**config.mk**
```make
export PLATFORM = sky130hd
export DESIGN_NAME = reg_scoreboard_flat
export DESIGN_NICKNAME = d
export VERILOG_FILES = /design/src/rtl/reg_scoreboard_pkg.sv /design/src/rtl/reg_scoreboard_if.sv /design/src/rtl/reg_scoreboard_sb_cnt_cell.sv /design/src/rtl/reg_scoreboard.sv /design/src/flat_wrapper.sv
export SDC_FILE = /design/constraint.sdc
export NUM_CORES = 1
export LEC_CHECK = 0
export BUFFER_PORTS_ARGS = -buffer_cell sky130_fd_sc_hd__buf_2
export CAP_MARGIN = 40
export CORE_MARGIN = 2
export CORE_UTILIZATION = 50
export DETAILED_ROUTE_END_ITERATION = 7
export PLACE_DENSITY = 0.77
export RECOVER_POWER = 100
export SLEW_MARGIN = 30
export SYNTH_ARGS = -nofsm -noshare
export SYNTH_HDL_FRONTEND = slang
export SYNTH_SLANG_ARGS = --single-unit
```
**constraint.sdc**
```tcl
create_clock -name clk -period 3.9 [get_ports clk]
set_clock_uncertainty 0.1 [all_clocks]
set_input_delay 0.39 -clock clk [delete_from_list [all_inputs] [get_ports clk]]
set_output_delay 0.39 -clock clk [all_outputs]
set_load 0.05 [all_outputs]
```
**src/rtl/reg_scoreboard_pkg.sv**
```systemverilog
// rv_sb_pkg: shared widths and types for the register scoreboard
package rv_sb_pkg;
  localparam int SB_NUM_REGS = 32;
  localparam int SB_CNT_W = 2;
  localparam int AW = $clog2(SB_NUM_REGS);
  localparam int MAX_CNT = 2 ** SB_CNT_W - 1;
  typedef logic [SB_CNT_W-1:0] sb_cnt_t;
  typedef logic [AW-1:0] reg_addr_t;
endpackage

```
**src/rtl/reg_scoreboard_if.sv**
```systemverilog
// reg_scoreboard_if: decode-side allocate/release/query bundle of the register scoreboard
interface reg_scoreboard_if
  import rv_sb_pkg::*;
#(
  parameter int NUM_WB = 2,
  parameter int NUM_RS = 3,
  parameter int ADDR_W = AW
);
  logic alloc_valid;
  logic [ADDR_W-1:0] alloc_rd;
  logic alloc_ready;
  logic [NUM_WB-1:0] wb_valid;
  logic [NUM_WB-1:0][ADDR_W-1:0] wb_rd;
  logic kill_valid;
  logic [ADDR_W-1:0] kill_rd;
  logic flush;
  logic [NUM_RS-1:0][ADDR_W-1:0] rs_addr;
  logic [NUM_RS-1:0] rs_busy;
  logic alloc_waw;
  logic any_busy;
  logic err_underflow;
  logic err_overflow;
  modport master (
    output alloc_valid, alloc_rd, wb_valid, wb_rd, kill_valid, kill_rd, flush, rs_addr,
    input alloc_ready, rs_busy, alloc_waw, any_busy, err_underflow, err_overflow
  );
  modport slave (
    input alloc_valid, alloc_rd, wb_valid, wb_rd, kill_valid, kill_rd, flush, rs_addr,
    output alloc_ready, rs_busy, alloc_waw, any_busy, err_underflow, err_overflow
  );
endinterface

```
**src/rtl/reg_scoreboard_sb_cnt_cell.sv**
```systemverilog
// sb_cnt_cell: one saturating in-flight write counter with underflow detection
module sb_cnt_cell
  import rv_sb_pkg::*;
#(
  parameter int CNT_W = SB_CNT_W,
  parameter int DW = 2
) (
  input  logic clk,
  input  logic reset_n,
  input  logic inc,
  input  logic [DW-1:0] dec,
  input  logic flush,
  output logic [CNT_W-1:0] cnt,
  output logic nonzero,
  output logic underflow
);
  localparam int W = CNT_W + DW + 1;
  logic [W-1:0] up;
  assign up = W'(cnt) + W'(inc);
  assign underflow = up < W'(dec);
  assign nonzero = |cnt;
  // net count update; a release past zero clamps to zero, flush wins over everything
  always_ff @(posedge clk or negedge reset_n)
    if (!reset_n) cnt <= '0;
    else cnt <= (flush || underflow) ? '0 : CNT_W'(up - W'(dec));
endmodule

```
**src/rtl/reg_scoreboard.sv**
```systemverilog
// reg_scoreboard: per-register in-flight write counters answering RAW/WAW hazard queries
module reg_scoreboard
  import rv_sb_pkg::*;
#(
  parameter int NUM_REGS = SB_NUM_REGS,
  parameter int NUM_WB = 2,
  parameter int NUM_RS = 3,
  parameter int CNT_W = SB_CNT_W,
  parameter int ZERO_HARDWIRED = 1,
  parameter int WB_BYPASS = 1
) (
  input logic clk,
  input logic reset_n,
  reg_scoreboard_if.slave sb
);
  localparam int ADDR_W = $clog2(NUM_REGS);
  localparam int DW = $clog2(NUM_WB + 2);
  logic [CNT_W-1:0] cnt [NUM_REGS];
  logic [NUM_REGS-1:0] nonzero, fwd_busy, uflow;
  logic rd_zero, alloc_fire;
  assign rd_zero = ZERO_HARDWIRED != 0 && sb.alloc_rd == '0;
  assign sb.alloc_ready = rd_zero || cnt[sb.alloc_rd] != {CNT_W{1'b1}};
  assign alloc_fire = sb.alloc_valid && sb.alloc_ready;
  assign sb.alloc_waw = nonzero[sb.alloc_rd];
  assign sb.any_busy = |nonzero;
  for (genvar r = 0; r < NUM_REGS; r++) begin : g_reg
    if (ZERO_HARDWIRED != 0 && r == 0) begin : g_zero
      assign cnt[r] = '0;
      assign nonzero[r] = 1'b0;
      assign fwd_busy[r] = 1'b0;
      assign uflow[r] = 1'b0;
    end else begin : g_cell
      logic [DW-1:0] dec;
      // count every release (writeback ports plus kill) that targets this register
      always_comb begin
        dec = DW'(sb.kill_valid && sb.kill_rd == ADDR_W'(r));
        for (int p = 0; p < NUM_WB; p++) dec = dec + DW'(sb.wb_valid[p] && sb.wb_rd[p] == ADDR_W'(r));
      end
      sb_cnt_cell #(.CNT_W(CNT_W), .DW(DW)) u_cell (
        .clk(clk),
        .reset_n(reset_n),
        .inc(alloc_fire && sb.alloc_rd == ADDR_W'(r)),
        .dec(dec),
        .flush(sb.flush),
        .cnt(cnt[r]),
        .nonzero(nonzero[r]),
        .underflow(uflow[r])
      );
      assign fwd_busy[r] = (CNT_W + DW)'(cnt[r]) > (CNT_W + DW)'(dec);
    end
  end
  // source queries, optionally seeing this cycle's releases as already retired
  always_comb begin
    sb.rs_busy = '0;
    for (int k = 0; k < NUM_RS; k++)
      sb.rs_busy[k] = WB_BYPASS != 0 ? fwd_busy[sb.rs_addr[k]] : nonzero[sb.rs_addr[k]];
  end
  // sticky error flags; a flush cycle discards releases and allocations so raises nothing
  always_ff @(posedge clk or negedge reset_n)
    if (!reset_n) begin
      sb.err_underflow <= 1'b0;
      sb.err_overflow <= 1'b0;
    end else begin
      sb.err_underflow <= sb.err_underflow || (|uflow && !sb.flush);
      sb.err_overflow <= sb.err_overflow || (sb.alloc_valid && !sb.alloc_ready && !sb.flush);
    end
endmodule

```
**src/flat_wrapper.sv**
```systemverilog
// flat-port wrapper written by rule: the top's interface ports become plain ports
module reg_scoreboard_flat import rv_sb_pkg::*;
#(
  parameter int NUM_REGS = SB_NUM_REGS,
  parameter int NUM_WB = 2,
  parameter int NUM_RS = 3,
  parameter int CNT_W = SB_CNT_W,
  parameter int ZERO_HARDWIRED = 1,
  parameter int WB_BYPASS = 1
)
  (clk, reset_n, sb_alloc_valid, sb_alloc_rd, sb_wb_valid, sb_wb_rd, sb_kill_valid, sb_kill_rd, sb_flush, sb_rs_addr, sb_alloc_ready, sb_rs_busy, sb_alloc_waw, sb_any_busy, sb_err_underflow, sb_err_overflow);
  reg_scoreboard_if #(.NUM_WB(NUM_WB), .NUM_RS(NUM_RS), .ADDR_W(AW)) sb_i ();
  input logic clk;
  input logic reset_n;
  input wire logic [$bits(sb_i.alloc_valid)-1:0] sb_alloc_valid;
  input wire logic [$bits(sb_i.alloc_rd)-1:0] sb_alloc_rd;
  input wire logic [$bits(sb_i.wb_valid)-1:0] sb_wb_valid;
  input wire logic [$bits(sb_i.wb_rd)-1:0] sb_wb_rd;
  input wire logic [$bits(sb_i.kill_valid)-1:0] sb_kill_valid;
  input wire logic [$bits(sb_i.kill_rd)-1:0] sb_kill_rd;
  input wire logic [$bits(sb_i.flush)-1:0] sb_flush;
  input wire logic [$bits(sb_i.rs_addr)-1:0] sb_rs_addr;
  output wire logic [$bits(sb_i.alloc_ready)-1:0] sb_alloc_ready;
  output wire logic [$bits(sb_i.rs_busy)-1:0] sb_rs_busy;
  output wire logic [$bits(sb_i.alloc_waw)-1:0] sb_alloc_waw;
  output wire logic [$bits(sb_i.any_busy)-1:0] sb_any_busy;
  output wire logic [$bits(sb_i.err_underflow)-1:0] sb_err_underflow;
  output wire logic [$bits(sb_i.err_overflow)-1:0] sb_err_overflow;
  assign sb_i.alloc_valid = sb_alloc_valid;
  assign sb_i.alloc_rd = sb_alloc_rd;
  assign sb_i.wb_valid = sb_wb_valid;
  assign sb_i.wb_rd = sb_wb_rd;
  assign sb_i.kill_valid = sb_kill_valid;
  assign sb_i.kill_rd = sb_kill_rd;
  assign sb_i.flush = sb_flush;
  assign sb_i.rs_addr = sb_rs_addr;
  assign sb_alloc_ready = sb_i.alloc_ready;
  assign sb_rs_busy = sb_i.rs_busy;
  assign sb_alloc_waw = sb_i.alloc_waw;
  assign sb_any_busy = sb_i.any_busy;
  assign sb_err_underflow = sb_i.err_underflow;
  assign sb_err_overflow = sb_i.err_overflow;
  reg_scoreboard #(.NUM_REGS(NUM_REGS), .NUM_WB(NUM_WB), .NUM_RS(NUM_RS), .CNT_W(CNT_W), .ZERO_HARDWIRED(ZERO_HARDWIRED), .WB_BYPASS(WB_BYPASS)) u_core (.clk(clk), .reset_n(reset_n), .sb(sb_i));
endmodule
```
; ---- After elaboration in Yosys (flattened, before gate mapping)
; Cells that the tools add are included.
[op_classes]
add_sub_neg = 124
n_lt_le_gt_ge = 67
eq_ne = 125
muxes = 42
n_bitwise = 1
reduce_logical = 198
[ops]
columns = op, n
row1 = "5-bit == test, second input constant", 64
row2 = "5-bit by 4-bit == test with 1-bit output, second input constant", 32
row3 = 1-bit logical AND, 128
row4 = 2-bit by 1-bit adder with 3-bit output, 31
row5 = 3-bit by 2-bit < comparator with 1-bit output, 31
row6 = "5-bit by 3-bit == test with 1-bit output, second input constant", 16
row7 = 2-bit 2-to-1 mux, 33
row8 = 1-bit by 1-bit adder with 2-bit output, 31
row9 = 2-bit by 1-bit adder with 2-bit output, 31
row10 = 2-bit greater-than comparator, 31
row11 = 2-bit OR reduction, 31
row12 = 62-bit OR reduction, 1
row13 = 2-bit subtractor, 31
row14 = "5-bit by 2-bit == test with 1-bit output, second input constant", 8
row15 = 1-bit logical OR, 34
row16 = 31-bit OR reduction, 1
row17 = "5-bit by 6-bit < comparator with 1-bit output, second input constant", 4
row18 = 1-bit binary-select mux with 5-bit select, 4
row19 = "5-bit by 1-bit == test with 1-bit output, second input constant", 4
row20 = 2-bit binary-select mux with 5-bit select, 1
row21 = "6-bit greater-or-equal comparator, second input constant", 1
row22 = 5-bit inverter with 6-bit output, 1
row23 = 5-bit logical NOT, 1
row24 = 1-bit 2-to-1 mux, 4
row25 = other kinds (2), 3
[totals]
regBits = 64
in_bits = 42
output_inout_bits = 8

; ---- Depth between registers and ports, before layout
[logic_depth]
depth_word = 13
depth_mapped = 20
ltp_nobuf = 15

; ---- By module
; A second synthesis with hierarchy kept.
[unflattened]
hier_cells = 1091
area_unflattened_um2 = 10191.0
[modules_own_cells]
columns = mod, instances, cells_each, area_per_inst_um2, seq_area_each_um2
row1 = sb_cnt_cell, 31, 15, 170.2, 50.0
row2 = reg_scoreboard, 1, 626, 4916.0, 50.0

; ---- Worst setup path before layout
; Ideal clock, no wire load.
[synth_timing]
kind = input to output
from = input sb_kill_rd[1]
to = output sb_rs_busy[0]
t_arrival_ns = 3.345
required_time_ns = 3.410
path_slack_ns = 0.065
stages = 11
n_path_buf = 1
cell_sequence = or2_2 -> clkbuf_1 -> nor2_1 -> fa_1 -> ha_1 -> nand2_1 -> o21ai_0 -> mux4_2 -> nor3b_1 -> a311oi_1 -> a21oi_1
[synth_via]
elab_chain_len = 7
elab_cells_between_ends = 157
classes_between = add/sub (62) / order compare (31) / eq/ne (31) / mux (2) / reduce/logical (31)
[synth_lines]
columns = item, line
row1 = from (decl), flat_wrapper.sv:20  ; input wire logic [$bits(sb_i.kill_rd)-1:0] sb_kill_rd;
row2 = "5-bit by 1-bit == test with 1-bit output, or another cell as far along", reg_scoreboard.sv:36  ; dec = DW'(sb.kill_valid && sb.kill_rd == ADDR_W'(r));
row3 = 1-bit logical AND, reg_scoreboard.sv:36
row4 = 1-bit by 1-bit adder with 2-bit output, reg_scoreboard.sv:37  ; for (int p = 0; p < NUM_WB; p++) dec = dec + DW'(sb.wb_valid[p] && sb.wb_rd[p] == ADDR_W'(r));
row5 = 2-bit by 1-bit adder with 2-bit output, reg_scoreboard.sv:37
row6 = 2-bit greater-than comparator, reg_scoreboard.sv:49  ; assign fwd_busy[r] = (CNT_W + DW)'(cnt[r]) > (CNT_W + DW)'(dec);
row7 = 1-bit binary-select mux with 5-bit select *, reg_scoreboard.sv:56  ; sb.rs_busy[k] = WB_BYPASS != 0 ? fwd_busy[sb.rs_addr[k]] : nonzero[sb.rs_addr[k]];
row8 = 1-bit 2-to-1 mux (not written as such) *, reg_scoreboard.sv:56
row9 = to (decl), flat_wrapper.sv:24  ; output wire logic [$bits(sb_i.rs_busy)-1:0] sb_rs_busy;
; Every way passes the cells marked *; elsewhere a longest branch is shown, timed or not. The select of a mux whose other input is x is not followed.

; ---- Final worst setup path
[layout_timing]
from = register u_core.g_reg[5].g_cell.u_cell.cnt[0]
to = register u_core.sb.err_underflow
[layout_via]
elab_chain_len = 12
elab_cells_between_ends = 102
classes_between = add/sub (31) / order compare (31) / eq/ne (1) / mux (3) / reduce/logical (36)
[layout_lines]
columns = item, line
row1 = from (decl), reg_scoreboard_sb_cnt_cell.sv:13  ; output logic [CNT_W-1:0] cnt,
row2 = from (signal assigned), reg_scoreboard_sb_cnt_cell.sv:25  ; else cnt <= (flush || underflow) ? '0 : CNT_W'(up - W'(dec));
row3 = 2-bit binary-select mux with 5-bit select, reg_scoreboard.sv:22  ; assign sb.alloc_ready = rd_zero || cnt[sb.alloc_rd] != {CNT_W{1'b1}};
row4 = 2-bit 2-to-1 mux (not written as such) (2 in series), reg_scoreboard.sv:22
row5 = 2-bit inequality test, reg_scoreboard.sv:22
row6 = 1-bit logical OR, reg_scoreboard.sv:22
row7 = 1-bit logical AND, reg_scoreboard.sv:23  ; assign alloc_fire = sb.alloc_valid && sb.alloc_ready;
row8 = 1-bit logical AND, reg_scoreboard.sv:42  ; .inc(alloc_fire && sb.alloc_rd == ADDR_W'(r)),
row9 = 2-bit by 1-bit adder with 3-bit output, reg_scoreboard_sb_cnt_cell.sv:19  ; assign up = W'(cnt) + W'(inc);
row10 = 3-bit by 2-bit < comparator with 1-bit output, reg_scoreboard_sb_cnt_cell.sv:20  ; assign underflow = up < W'(dec);
row11 = 31-bit OR reduction *, reg_scoreboard.sv:64  ; sb.err_underflow <= sb.err_underflow || (|uflow && !sb.flush);
row12 = 1-bit logical AND *, reg_scoreboard.sv:64
row13 = 1-bit logical OR *, reg_scoreboard.sv:64
row14 = to (signal assigned), reg_scoreboard.sv:64
row15 = to (decl), reg_scoreboard_if.sv:29  ; output alloc_ready, rs_busy, alloc_waw, any_busy, err_underflow, err_overflow
; Marks and branches as above.

==> summary.md <==
| Metric | Value |
|---|---|
| Sequential area share after synthesis | `0.167` |
| Mapped Cells | `around 1100` |
| Reg area | `roughly 0.0016 mm^2` |
| Least-Margin Pin Slew | `between 1.5 and 2 ns` |
| Minimum clock period | `roughly 3.8 ns` |
| Power share of the clock group | `0.376` |
| WP data required | `4.02 ns` |
| Synth cell count leaders | `163 x nor2_1, 155 x ha_1, 103 x inv_1, 64 x dfrtp_1, 63 x nand2_1` |
| Static Leak | `5.78 nW` |
| H-tree Lvls | `3` |
| Routability Congestion | `between 1 and 1.5` |
| Placed Cells | `between 1500 and 2000` |
| Multi-input logic area | `0.00754 mm^2` |
| Min Hold Slack | `between 0.2 and 0.25 ns` |
| Initial antenna violation count | `1` |
| Post-Synth XOR/XNOR Area | `0.0283` |
| Register share of total power | `0.306` |
| Vias in the first global route | `9523` |
| Total CTS buffers | `9` |
| Final WL | `approximately 33000 um` |
| Rows | `50` |
| First-pass detailed-route iteration total | `7` |
| Final HPWL DP | `27300 um` |
| Syn Area/Cell | `between 8 and 9 um^2` |
| Worst-path maximum fanout | `7` |
| Num ports | `50` |
| Clock Pin Slew Worst Setup and Hold Paths | `~0.060 ns` |
| Total power | `roughly 2.3 mW` |
| GRT Util Overall | `0.335` |
| Top-count cell post-synth | `nor2_1` |
| Area of the core | `around 0.019 mm^2` |
| Synth area leaders | `ha_1 20%, dfrtp_1 17%, fa_1 13%, nor2_1 6.4%, nor3b_1 4.1%` |
| Fin util | `0.638` |
| Post-Syn Nets | `1374` |
| Fin cells | `about 1600` |
| Primary FF master, synth | `dfrtp_1` |
| Fraction of layout cells with a size suffix above 1 | `0.255` |
| Failing checks | `capacitance limit, slew limit` |
| Clk buf depth | `2` |
| Largest family of logic cells by synthesized area | `adder cells` |
| 1st-iter DRT viols | `1037` |
| Post-Syn Area | `about 0.0096 mm^2` |
| NetSw | `just under 800 uW` |
| Worst relative slew slack | `-0.0267` |
| Max-slew violation count | `24` |
| GR Util met3 | `0.0885` |
| Setup CP Type | `flop to flop` |
| Area fraction in compound gates after synthesis | `0.0783` |
| Die Ht | `between 100 and 150 um` |
| Post-synth top area share | `0.202` |
| Routing usage on met2 | `0.536` |
| Routed Antenna Nets | `0` |
| Cell area after layout | `around 0.012 mm^2` |
| Worst EP arrival | `~4.0 ns` |
| Ys async rst share | `1.00` |
| Clk sink count | `64` |
| Combinational Power Share | `0.318` |
| Initial Util | `0.512` |
| Grt total ovfl | `0` |
| Largest net degree at the start of global routing | `37` |
| Area Overhead vs Synth | `24.6%` |
| Post-Synth Simple-Gate Area | `0.267` |
| Final hold viol count | `0` |
| Vias | `9520` |
| Achievable Freq | `~0.26 GHz` |
| Post-synthesis mux area share | `0.0626` |
| Pint | `between 1.5 and 2 mW` |
| #FFs+latches synth | `64` |
| Met1 Usage GRT | `0.430` |
| PortBufs | `between 40 and 50` |
| Post-Synth Adder-Cell Area | `0.331` |
| Fillers | `between 1500 and 2000` |
| Number of flops mapped to enable cells by yosys | `0` |
| DP Area | `0.0115 mm^2` |
| Yosys cell types | `53` |
| WL/cell | `between 20 and 25 um` |
| Sw frac | `0.346` |
| Final setup violating endpoints | `0` |
| DRC Markers | `0` |
| Tightest Hold Check Type | `primary input to flop` |
| YS warnings | `0` |
| CTS tree | `built` |
| Power per cell area | `around 190 mW/mm^2` |
| Synth area leader | `ha_1` |
| Status | `finished with violations` |
| Die area | `slightly above 0.02 mm^2` |
| Setup crit end kind | `flop` |
| Peak supply drop | `234 uV` |
| First-pass GRT wire length | `51200 um` |
| Layout net count | `1601` |
| GRT Max-Usage Layer | `met2` |
| Worst-Skew Late Latency | `roughly 0.35 ns` |
| Root Buffer | `clkbuf_16` |
| DIE WIDTH | `around 140 um` |
| Vias/cell | `~6` |
| Maximum Capacitance Violations | `1` |
| Crit share post-route | `0.985` |
| Startpoint type of the worst setup path | `flop` |
==> power by group through the flow <==
stage / registers [mW] / clock network, mW / logic (mW)
6_report: 0.704 / 0.865 / 0.731
5_1_grt: 0.705 / 0.895 / 0.784
4_1_cts: 0.702 / 0.870 / 0.696
3_5_place_dp: 0.714 / 0 / 0.688
3_3_place_gp: 0.714 / 0 / 0.674
2_1_floorplan: 0.723 / 0 / 0.380
==> flip-flops by register name, indices dropped and copies added, names as in the netlist <==
name / flops
u_core.g.g_cell.u_cell.cnt: 62
u_core.sb.err_overflow: 1
u_core.sb.err_underflow: 1
==> cell families (layout without fill, tap and decap cells) <==
family	Yosys count	in the layout
buffers and inverters	144	376
adder cells (fa/ha/maj)	217	217
flip-flops	64	64
other	0	1
multiplexers	38	38
XOR/XNOR	31	31
AO/OA/AOI/OAI	125	125
AND/OR/NAND/NOR	496	496
==> worst paths after layout <==
kind	from	slack, ns	cells past startpoint	end
max in group asynchronous	reset_n	0.82	3	u_core.g_reg[22].g_cell.u_cell.cnt[0]$_DFF_PN0_
min in group asynchronous	reset_n	0.85	2	u_core.g_reg[12].g_cell.u_cell.cnt[1]$_DFF_PN0_
hold / removal	sb_alloc_valid	0.25	3	u_core.sb.err_overflow$_DFF_PN0_
setup / recovery	u_core.g_reg[5].g_cell.u_cell.cnt[0]$_DFF_PN0_	0.06	17	u_core.sb.err_underflow$_DFF_PN0_
hold reg to reg	u_core.sb.err_overflow$_DFF_PN0_	0.40	1	u_core.sb.err_overflow$_DFF_PN0_
setup reg to reg	u_core.g_reg[5].g_cell.u_cell.cnt[0]$_DFF_PN0_	0.06	17	u_core.sb.err_underflow$_DFF_PN0_
==> timing repair <==
action / 4_1_cts / 5_1_grt
hold endpoints to repair: 21 / 0
buffers inserted: 0 / 3
hold buffers: 1 / 0
gates cloned: 0 / 0
pin swaps: 0 / 3
gates resized for setup: 4 / 64
endpoints found under the setup margin: 4 / 4
==> layout by cell type (no fill, tap or decap), drive strengths merged, types with 3 or more instances in the layout <==
cell and n:
fa 62, or2 7, nand2 63, dfrtp 64
nor2b 44, xor2 31, mux4 17, nor3b 53
o22ai 24, ha 155, nor2 163, buf 250
a21oi 31, nand3 16, a211oi 6, nand4 9
clkbuf 19, a22oi 6, o21ai 36, nor4 34
nand2b 21, o211ai 7, mux2i 20, inv 103
nor3 64, and3 17, a311oi 3
==> stage by stage <==
stage	setup slack (ns)	setup TNS [ns]
after global placement	-0.242	-0.259
after global routing	-0.0894	-0.133
after CTS	0.00427	0
final	0.0568	0
after floorplan	0.0649	0
after detailed placement	-0.321	-0.537
==> final cells by class <==
class,instances,area share
clock buffers,13,0.0217
diodes,1,0.000209
multi-input cells,907,0.630
clock inverters,3,0.00334
inverters,103,0.0323
well taps,234,0.0245
repair buffers,257,0.154
flip-flops and latches,64,0.134
==> critical path, stage by stage (launching register included) <==
cell and delay, ns:
dfrtp_1 0.41, inv_1 0.10, o211ai_1 0.20, a311oi_1 0.12, o31ai_1 0.29, buf_4 0.17, and2_4 0.17, buf_4 0.16
nor4_1 0.06, buf_4 0.14, ha_1 0.21, fa_1 0.54, nor3b_1 0.21, nor2_1 0.09, nor4_1 0.32, nand4_1 0.19
nor2_1 0.14, o21bai_1 0.07
==> layer usage <==
layer | vias up | part of all wire
li1 | 4319 | -
met5 | - | 0
met3 | 102 | 0.11
met1 | 4615 | 0.40
met2 | 484 | 0.45
met4 | 0 | 0.039
Note: power is estimated with default switching activity, not from simulation.
